===== src/rtl/telemetry_tx.sv =====
// telemetry_tx: buffers one payload, computes its CRC32, then streams sync/header/CRC/payload.
// Build option TX_TRAILER_EN appends a single 8'h00 pad byte after the payload.
module telemetry_tx #(
  parameter int          MAX_PAYLOAD = 256,
  parameter logic [15:0] SYNC_WORD   = 16'hABCD
) (
  input  logic        clk,
  input  logic        rst,
  input  logic        start,
  input  logic [15:0] pkt_id,
  input  logic [31:0] line_number,
  input  logic [15:0] payload_size,
  input  logic [7:0]  in_byte,
  input  logic        in_valid,
  output logic        in_ready,
  output logic [7:0]  tx_byte,
  output logic        tx_valid,
  input  logic        tx_ready,
  output logic        busy,
  output logic        done,
  output logic        size_err
);

  localparam int          AW       = (MAX_PAYLOAD > 1) ? $clog2(MAX_PAYLOAD) : 1;
  localparam logic [16:0] MAX_SIZE = 17'(MAX_PAYLOAD);
  localparam logic [31:0] POLY     = 32'h04C11DB7;

`ifdef TX_TRAILER_EN
  typedef enum logic [2:0] {IDLE, LOAD, SYNC_HI, SYNC_LO, HEADER, PAYLOAD, TRAILER} state_t;
`else
  typedef enum logic [2:0] {IDLE, LOAD, SYNC_HI, SYNC_LO, HEADER, PAYLOAD} state_t;
`endif

  state_t state, next_state;

  logic [15:0] pkt_id_q;
  logic [31:0] line_q;
  logic [15:0] size_q;
  logic [31:0] crc_q;
  logic [15:0] count;
  logic [3:0]  hdr_idx;
  logic [7:0]  pay_byte;
  logic [7:0]  mem [MAX_PAYLOAD];

  logic        done_next;
  logic        size_err_next;
  logic        start_take;
  logic        size_bad;
  logic        last_count;
  logic [AW-1:0] wr_addr;
  logic [AW-1:0] rd_addr;
  logic [95:0] hdr_vec;
  logic [95:0] hdr_shift;
  logic [7:0]  hdr_byte;

  function automatic logic [31:0] crc_byte(input logic [31:0] c_in, input logic [7:0] b);
    logic [31:0] c;
    c = c_in ^ {b, 24'h000000};
    for (int i = 0; i < 8; i++) begin
      c = c[31] ? ((c << 1) ^ POLY) : (c << 1);
    end
    return c;
  endfunction

  // A start landing on the done pulse is not taken; a new packet begins the cycle after.
  assign start_take = (state == IDLE) && start && !done;
  assign size_bad   = (payload_size == 16'd0) || ({1'b0, payload_size} > MAX_SIZE);
  assign last_count = (count == size_q - 16'd1);
  assign wr_addr    = count[AW-1:0];
  assign rd_addr    = AW'(count + 16'd1);
  assign busy       = (state != IDLE);

  assign hdr_vec   = {pkt_id_q, line_q, size_q, ~crc_q};
  assign hdr_shift = hdr_vec << {hdr_idx, 3'b000};
  assign hdr_byte  = hdr_shift[95:88];

  always_ff @(posedge clk) begin
    if (rst) begin
      state    <= IDLE;
      done     <= 1'b0;
      size_err <= 1'b0;
    end else begin
      state    <= next_state;
      done     <= done_next;
      size_err <= size_err_next;
    end
  end

  always_comb begin
    next_state    = state;
    done_next     = 1'b0;
    size_err_next = 1'b0;
    in_ready      = 1'b0;
    tx_valid      = 1'b0;
    tx_byte       = 8'h00;
    case (state)
      IDLE: begin
        if (start_take) begin
          if (size_bad) size_err_next = 1'b1;
          else          next_state    = LOAD;
        end
      end
      LOAD: begin
        in_ready = 1'b1;
        if (in_valid && last_count) next_state = SYNC_HI;
      end
      SYNC_HI: begin
        tx_valid = 1'b1;
        tx_byte  = SYNC_WORD[15:8];
        if (tx_ready) next_state = SYNC_LO;
      end
      SYNC_LO: begin
        tx_valid = 1'b1;
        tx_byte  = SYNC_WORD[7:0];
        if (tx_ready) next_state = HEADER;
      end
      HEADER: begin
        tx_valid = 1'b1;
        tx_byte  = hdr_byte;
        if (tx_ready && hdr_idx == 4'd11) next_state = PAYLOAD;
      end
      PAYLOAD: begin
        tx_valid = 1'b1;
        tx_byte  = pay_byte;
        if (tx_ready && last_count) begin
`ifdef TX_TRAILER_EN
          next_state = TRAILER;
`else
          next_state = IDLE;
          done_next  = 1'b1;
`endif
        end
      end
`ifdef TX_TRAILER_EN
      TRAILER: begin
        tx_valid = 1'b1;
        tx_byte  = 8'h00;
        if (tx_ready) begin
          next_state = IDLE;
          done_next  = 1'b1;
        end
      end
`endif
      default: next_state = IDLE;
    endcase
  end

  // count indexes the buffer while loading, then is reused as the payload read index.
  always_ff @(posedge clk) begin
    if (rst) begin
      pkt_id_q <= 16'h0000;
      line_q   <= 32'h00000000;
      size_q   <= 16'h0000;
      crc_q    <= 32'h00000000;
      count    <= 16'h0000;
      hdr_idx  <= 4'd0;
    end else begin
      case (state)
        IDLE: begin
          if (start_take && !size_bad) begin
            pkt_id_q <= pkt_id;
            line_q   <= line_number;
            size_q   <= payload_size;
            crc_q    <= 32'hFFFFFFFF;
            count    <= 16'h0000;
            hdr_idx  <= 4'd0;
          end
        end
        LOAD: begin
          if (in_valid) begin
            crc_q <= crc_byte(crc_q, in_byte);
            count <= last_count ? 16'h0000 : count + 16'd1;
          end
        end
        HEADER: begin
          if (tx_ready) hdr_idx <= (hdr_idx == 4'd11) ? 4'd0 : hdr_idx + 4'd1;
        end
        PAYLOAD: begin
          if (tx_ready) count <= count + 16'd1;
        end
        default: ;
      endcase
    end
  end

  // pay_byte always holds the byte to present next, so payload bytes stream without bubbles.
  always_ff @(posedge clk) begin
    if (state == LOAD && in_valid) mem[wr_addr] <= in_byte;
    if (state == HEADER)                      pay_byte <= mem['0];
    else if (state == PAYLOAD && tx_ready)    pay_byte <= mem[rd_addr];
  end

endmodule


===== config.mk =====
export PLATFORM = sky130hd
export DESIGN_NAME = telemetry_tx
export DESIGN_NICKNAME = d
export VERILOG_FILES = /design/src/rtl/telemetry_tx.sv
export SDC_FILE = /design/constraint.sdc
export NUM_CORES = 2
export LEC_CHECK = 0
export BUFFER_PORTS_ARGS = -buffer_cell sky130_fd_sc_hd__buf_2
export CAP_MARGIN = 30
export CORE_MARGIN = 5
export CORE_UTILIZATION = 60
export CTS_CLUSTER_SIZE = 30
export DETAILED_ROUTE_END_ITERATION = 6
export PLACE_DENSITY = 0.79
export SKIP_LAST_GASP = 1
export SLEW_MARGIN = 20
export SYNTH_ARGS = -nofsm -noshare
export SYNTH_HDL_FRONTEND = slang
export SYNTH_SLANG_ARGS = --single-unit

===== constraint.sdc =====
create_clock -name clk -period 5.3 [get_ports clk]
set_input_delay 1.06 -clock clk [delete_from_list [all_inputs] [get_ports clk]]
set_output_delay 1.06 -clock clk [all_outputs]
set_load 0.03 [all_outputs]

# --- Word level (Yosys, flattened, before mapping) ---
# Memory sizes are Yosys's and may differ from the RTL's.
# Index checks and enable logic that the tools add are counted.
totals:
  regBits: 129
  ram_bits: 2048
  input_bits: 77
  output_inout_bits: 13
  wordCells: 110
  mem_count: 1
op_classes:
  addsub: 3
  n_lt_le_gt_ge: 1
  n_eq_ne: 18
  shift: 1
  n_mux: 37
  bitwise_logic: 13
  reduce_logical: 26
memory_table:
  columns: ["memory", "depth", "word_bits", "read_ports", "rd_ports_with_merged_regs", "wr", "line", "source"]
  rows:
  - ["mem", 256, 8, 2, 0, 1, "43", "logic [7:0] mem [MAX_PAYLOAD];"]
ops:
  columns: ["cell", "count"]
  rows:
  - ["$mux W27", 8]
  - ["$not A14 Y14", 8]
  - ["$shl A96 B7 Y96", 1]
  - ["$mux W16", 4]
  - ["$mux W32", 2]
  - ["$pmux W32 S2", 1]
  - ["$pmux W16 S3", 1]
  - ["$not A32 Y32", 1]
  - ["$pmux W8 S4", 1]
  - ["$xor A32 B32 Y32", 1]
  - ["$mux W3", 7]
  - ["$ne A2 B2 Y1 const B", 10]
  - ["$pmux W3 S6", 1]
  - ["$add A16 B1 Y16 const B", 1]
  - ["$eq A16 B16 Y1", 1]
  - ["$gt A16 B9 Y1 const B", 1]
  - ["$logic_not A16 Y1", 1]
  - ["$mux W8", 2]
  - ["$sub A16 B1 Y16 const B", 1]
  - ["$mux W4", 3]
  - ["$logic_and A1 B1 Y1", 8]
  - ["$pmux W4 S2", 1]
  - ["$reduce_and A7 Y1", 1]
  - ["$eq A3 B2 Y1 const B", 2]
  - ["other kinds (18)", 31]

# --- Depth between registers and ports, before layout ---
logic_depth:
  word_depth: 19
  ltp_mapped: 16
  depth_no_buf: 9

# --- Least setup slack after synthesis ---
# Ideal clock, no wire load.
synth_timing:
  path_type: "flip-flop to flip-flop"
  from: "reg count[0]"
  to: "reg pay_byte[1], data pin"
  setup_ns: 0.265
  arrival_time_ns: 3.617
  required_time_ns: 5.035
  path_slack_ns: 1.418
  path_stages_with_launch: 16
  n_path_buf: 7
  period_less_slack_ns: 3.882
  path_cell_list: "dfxtp_1 > clkbuf_1 > buf_2 > buf_2 > inv_2 > ha_1 > clkbuf_1 > buf_2 > clkbuf_1 > clkbuf_1 > mux4_2 > mux4_2 > a22oi_1 > nand2_1 > a21oi_1 > o21ai_0"
synth_between:
  elab_chain_cells: 4
synth_rtl:
  columns: ["item", "line", "source"]
  rows:
  - ["from (decl)", "40", "logic [15:0] count;"]
  - ["from (signal assigned)", "172", "count <= last_count ? 16'h0000 : count + 16'd1;"]
  - ["from (signal assigned)", "179", "if (tx_ready) count <= count + 16'd1;"]
  - ["$add A16 B1 Y16", null, null]
  - ["$mem_v2 Z256 W8", null, null]
  - ["$mux W8", "190", "else if (state == PAYLOAD && tx_ready) pay_byte <= mem[rd_addr];"]
  - ["$mux W8", "189", "if (state == HEADER) pay_byte <= mem['0];"]
  - ["to (signal assigned)", "189", null]
  - ["to (signal assigned)", "190", null]
  - ["to (decl)", "42", "logic [7:0] pay_byte;"]
# No other way between the ends. The select of a mux whose other input is x is not followed.
# A chain may end at the register's enable or synchronous reset.

# --- Worst setup path in the final report ---
layout_timing:
  from: "reg count[0]"
  to: "reg pay_byte[2], data pin"
# Same word-level chain as after synthesis.

==> results.toml <==
[outcome]
status = "completed"

[sta]
setup_violations = 0
slew-limit-headroom_pct = 24.3
hold_viol_final = 0
skew_ns = 0.0427
setup-tns-final_ns = 0
worstMarginPinSlew_ns = 1.14
finalWorstSetupSlack_ns = 0.450
rsz0062_at_grt = "false"
fin_crit_ns = 4.85
fin_crit_sh_pct = 91.5
max_freq_mhz = 206
slew_violations = 0
whs_ns = 0.455

[detailed_routing]
drt-initial-drc-count = 6690
vias_per_cell = 6.78
first_pass_iters = 6
route.detailed.drc = 0
wirelength_um = 218000
num_vias = 46673
wire_per_inst_um = 31.7
ant_nets = 0

[placement]
placed_area_um2 = 89900
post-place-ws_ns = 0.546
placed_cells = 6477
place_hpwl_um = 126000
gp_congestion = 0.878
portBuffers = 89

[layout]
mostFrequentLayoutCells = "edfxtp_1 (2056), mux4_2 (555), nand2_1 (420)"
final_cells = 6881
layout_commonest_cell = "edfxtp_1"
design_area_um2 = 97100
final_util_pct = 67.7
final_layout_size_suffix_gt1_share_pct = 23.9
layout-area-overhead-vs-synth_pct = 12.2
layout.nets = 4881

[worst_setup_path]
arrival_ns = 5.39
cp-end-kind = "flip-flop"
path_max_fanout = 36
path_class = "flip-flop to flip-flop"
worstPathRequired_ns = 5.84
start_kind = "flip-flop"

[logic_synthesis]
syn_area_per_cell_um2 = 18.8
synth_nets = 4691
synth_flop_cell = "edfxtp_1"
synth_edf_count = 2056
yosysWarnings = 0
ys_ff_latch = 2177
synth_cells = 4608
synthesis.area_um2 = 86500
ys_types = 85
async_reset_ff_share_pct = 0
ys_seq_area_share_pct = 74.2

[clock_network]
h-tree-depth = 4
path_clk_slew_ns = 0.07
cts_setup_buffers = 0
clockBufferDepth = 3
cts_resized = 0
cts.sinks = 2177
cts_tree = "built"
clockRootBuffer = "clkbuf_16"
ctsHoldBuffers = 0
cts_made_buffers = 205
clock_latency_ns = 0.84

[pwr]
vdd_drop_max_v = 0.000338
leakage_nw = 29.9
power_mw = 34.7
p_per_area_nw_per_um2 = 358

[global_route]
grt_pass1_vias = 46807
grt_pass1_wl_um = 319000
use_met2_pct = 45.6
grt_busiest_layer = "met2"
grt_max_degree = 210
grt.total_usage_pct = 28.8
grt_use_met3_pct = 6.97
grt.overflow.total = 0
grtUsageMet1_pct = 39.4
antenna_found_initial = 8

[die]
pin_count = 90
coreArea_um2 = 143000
die_w_um = 390
fp-row-count = 139
start_util_pct = 60.3
dieArea_um2 = 152000
dieHeight_um = 390

[worst_hold_path]
hold_class = "flip-flop to flip-flop"

[flow_run]
drv_cap = 0
state kept, by name, summed over array words and instances, names as in the netlist:
register,count
mem,2048
crc_q,32
line_q,32
count,16
pkt_id_q,16
size_q,16
pay_byte,8
hdr_idx,4
state,3
done,1
size_err,1
layer usage:
| metal | part of all wire (%) | up-vias |
|---|---|---|
| met5 | 0.013 | - |
| met2 | 49 | 3301 |
| met3 | 12 | 525 |
| met4 | 4.3 | 4 |
| met1 | 35 | 23884 |
| li1 | - | 18959 |
cell usage after synthesis (18+ instances only):
library cell	instances	area, um2
edfxtp_1	2056	61700
mux4_2	555	12500
nand2_1	420	1580
nor2_1	333	1250
clkbuf_1	189	709
nand3_1	126	631
dfxtp_1	121	2420
a21oi_1	111	556
xnor2_1	70	613
mux2i_1	69	691
buf_1	50	188
o21ai_0	43	215
a22oi_1	37	278
buf_2	36	180
xor2_1	36	315
nor4_1	26	163
o22ai_1	22	138
a31oi_1	21	131
and2_1	21	131
nor3_1	19	95.1
a32oi_1	18	158
logic make-up (layout without fill, tap and decap cells):
| logic type | after synthesis | after routing | synth area share, % |
|---|---|---|---|
| flops | 2177 | 2177 | 74.2 |
| simple gates | 1040 | 1040 | 5.23 |
| mux | 626 | 626 | 15.3 |
| compound gates | 354 | 354 | 2.72 |
| buf+inv | 298 | 664 | 1.43 |
| xor+xnor | 107 | 107 | 1.09 |
| fa+ha+maj | 6 | 6 | 0.0868 |
| other cells | 0 | 4 | 0 |
critical path: stages (launching register included):
cell,delay [ns]
dfxtp_4,0.68
inv_2,0.25
ha_4,0.66
buf_12,0.28
buf_12,0.26
buf_12,0.28
buf_4,0.22
mux4_2,0.30
mux4_2,0.48
nand3_1,0.11
nand2_1,0.17
nor4_1,0.56
o21ai_0,0.18
path summary, 6_finish.rpt:
| kind | from | endpoint | slack [ns] | depth (start not counted) |
|---|---|---|---|---|
| worst max register to register | count[0] | pay_byte[2] | 0.45 | 12 |
| worst max-delay path | count[0] | pay_byte[2] | 0.45 | 12 |
| worst min register to register | pkt_id_q[14] | pkt_id_q[14] | 0.46 | 2 |
| worst min-delay path | pkt_id_q[14] | pkt_id_q[14] | 0.46 | 2 |
layout make-up:
cell class                 instances  area [um2]
sequential                      2177       64200
fill                            8583       46400
multi-input combinational       2133       21300
clock buffer                     245        5370
tap                             1903        2380
timing repair buffer             269        2260
clock inverter                   138        1540
inverter                          12        45.0
antenna                            4        10.0
where the power goes:
part	switching [mW]	total (mW)	internal (mW)
clock	6.44	15.0	8.59
sequential	0.0269	18.8	18.8
combinational	0.588	0.882	0.294
total	7.05	34.7	27.7
No activity file was read; power rests on OpenSTA's default activity.
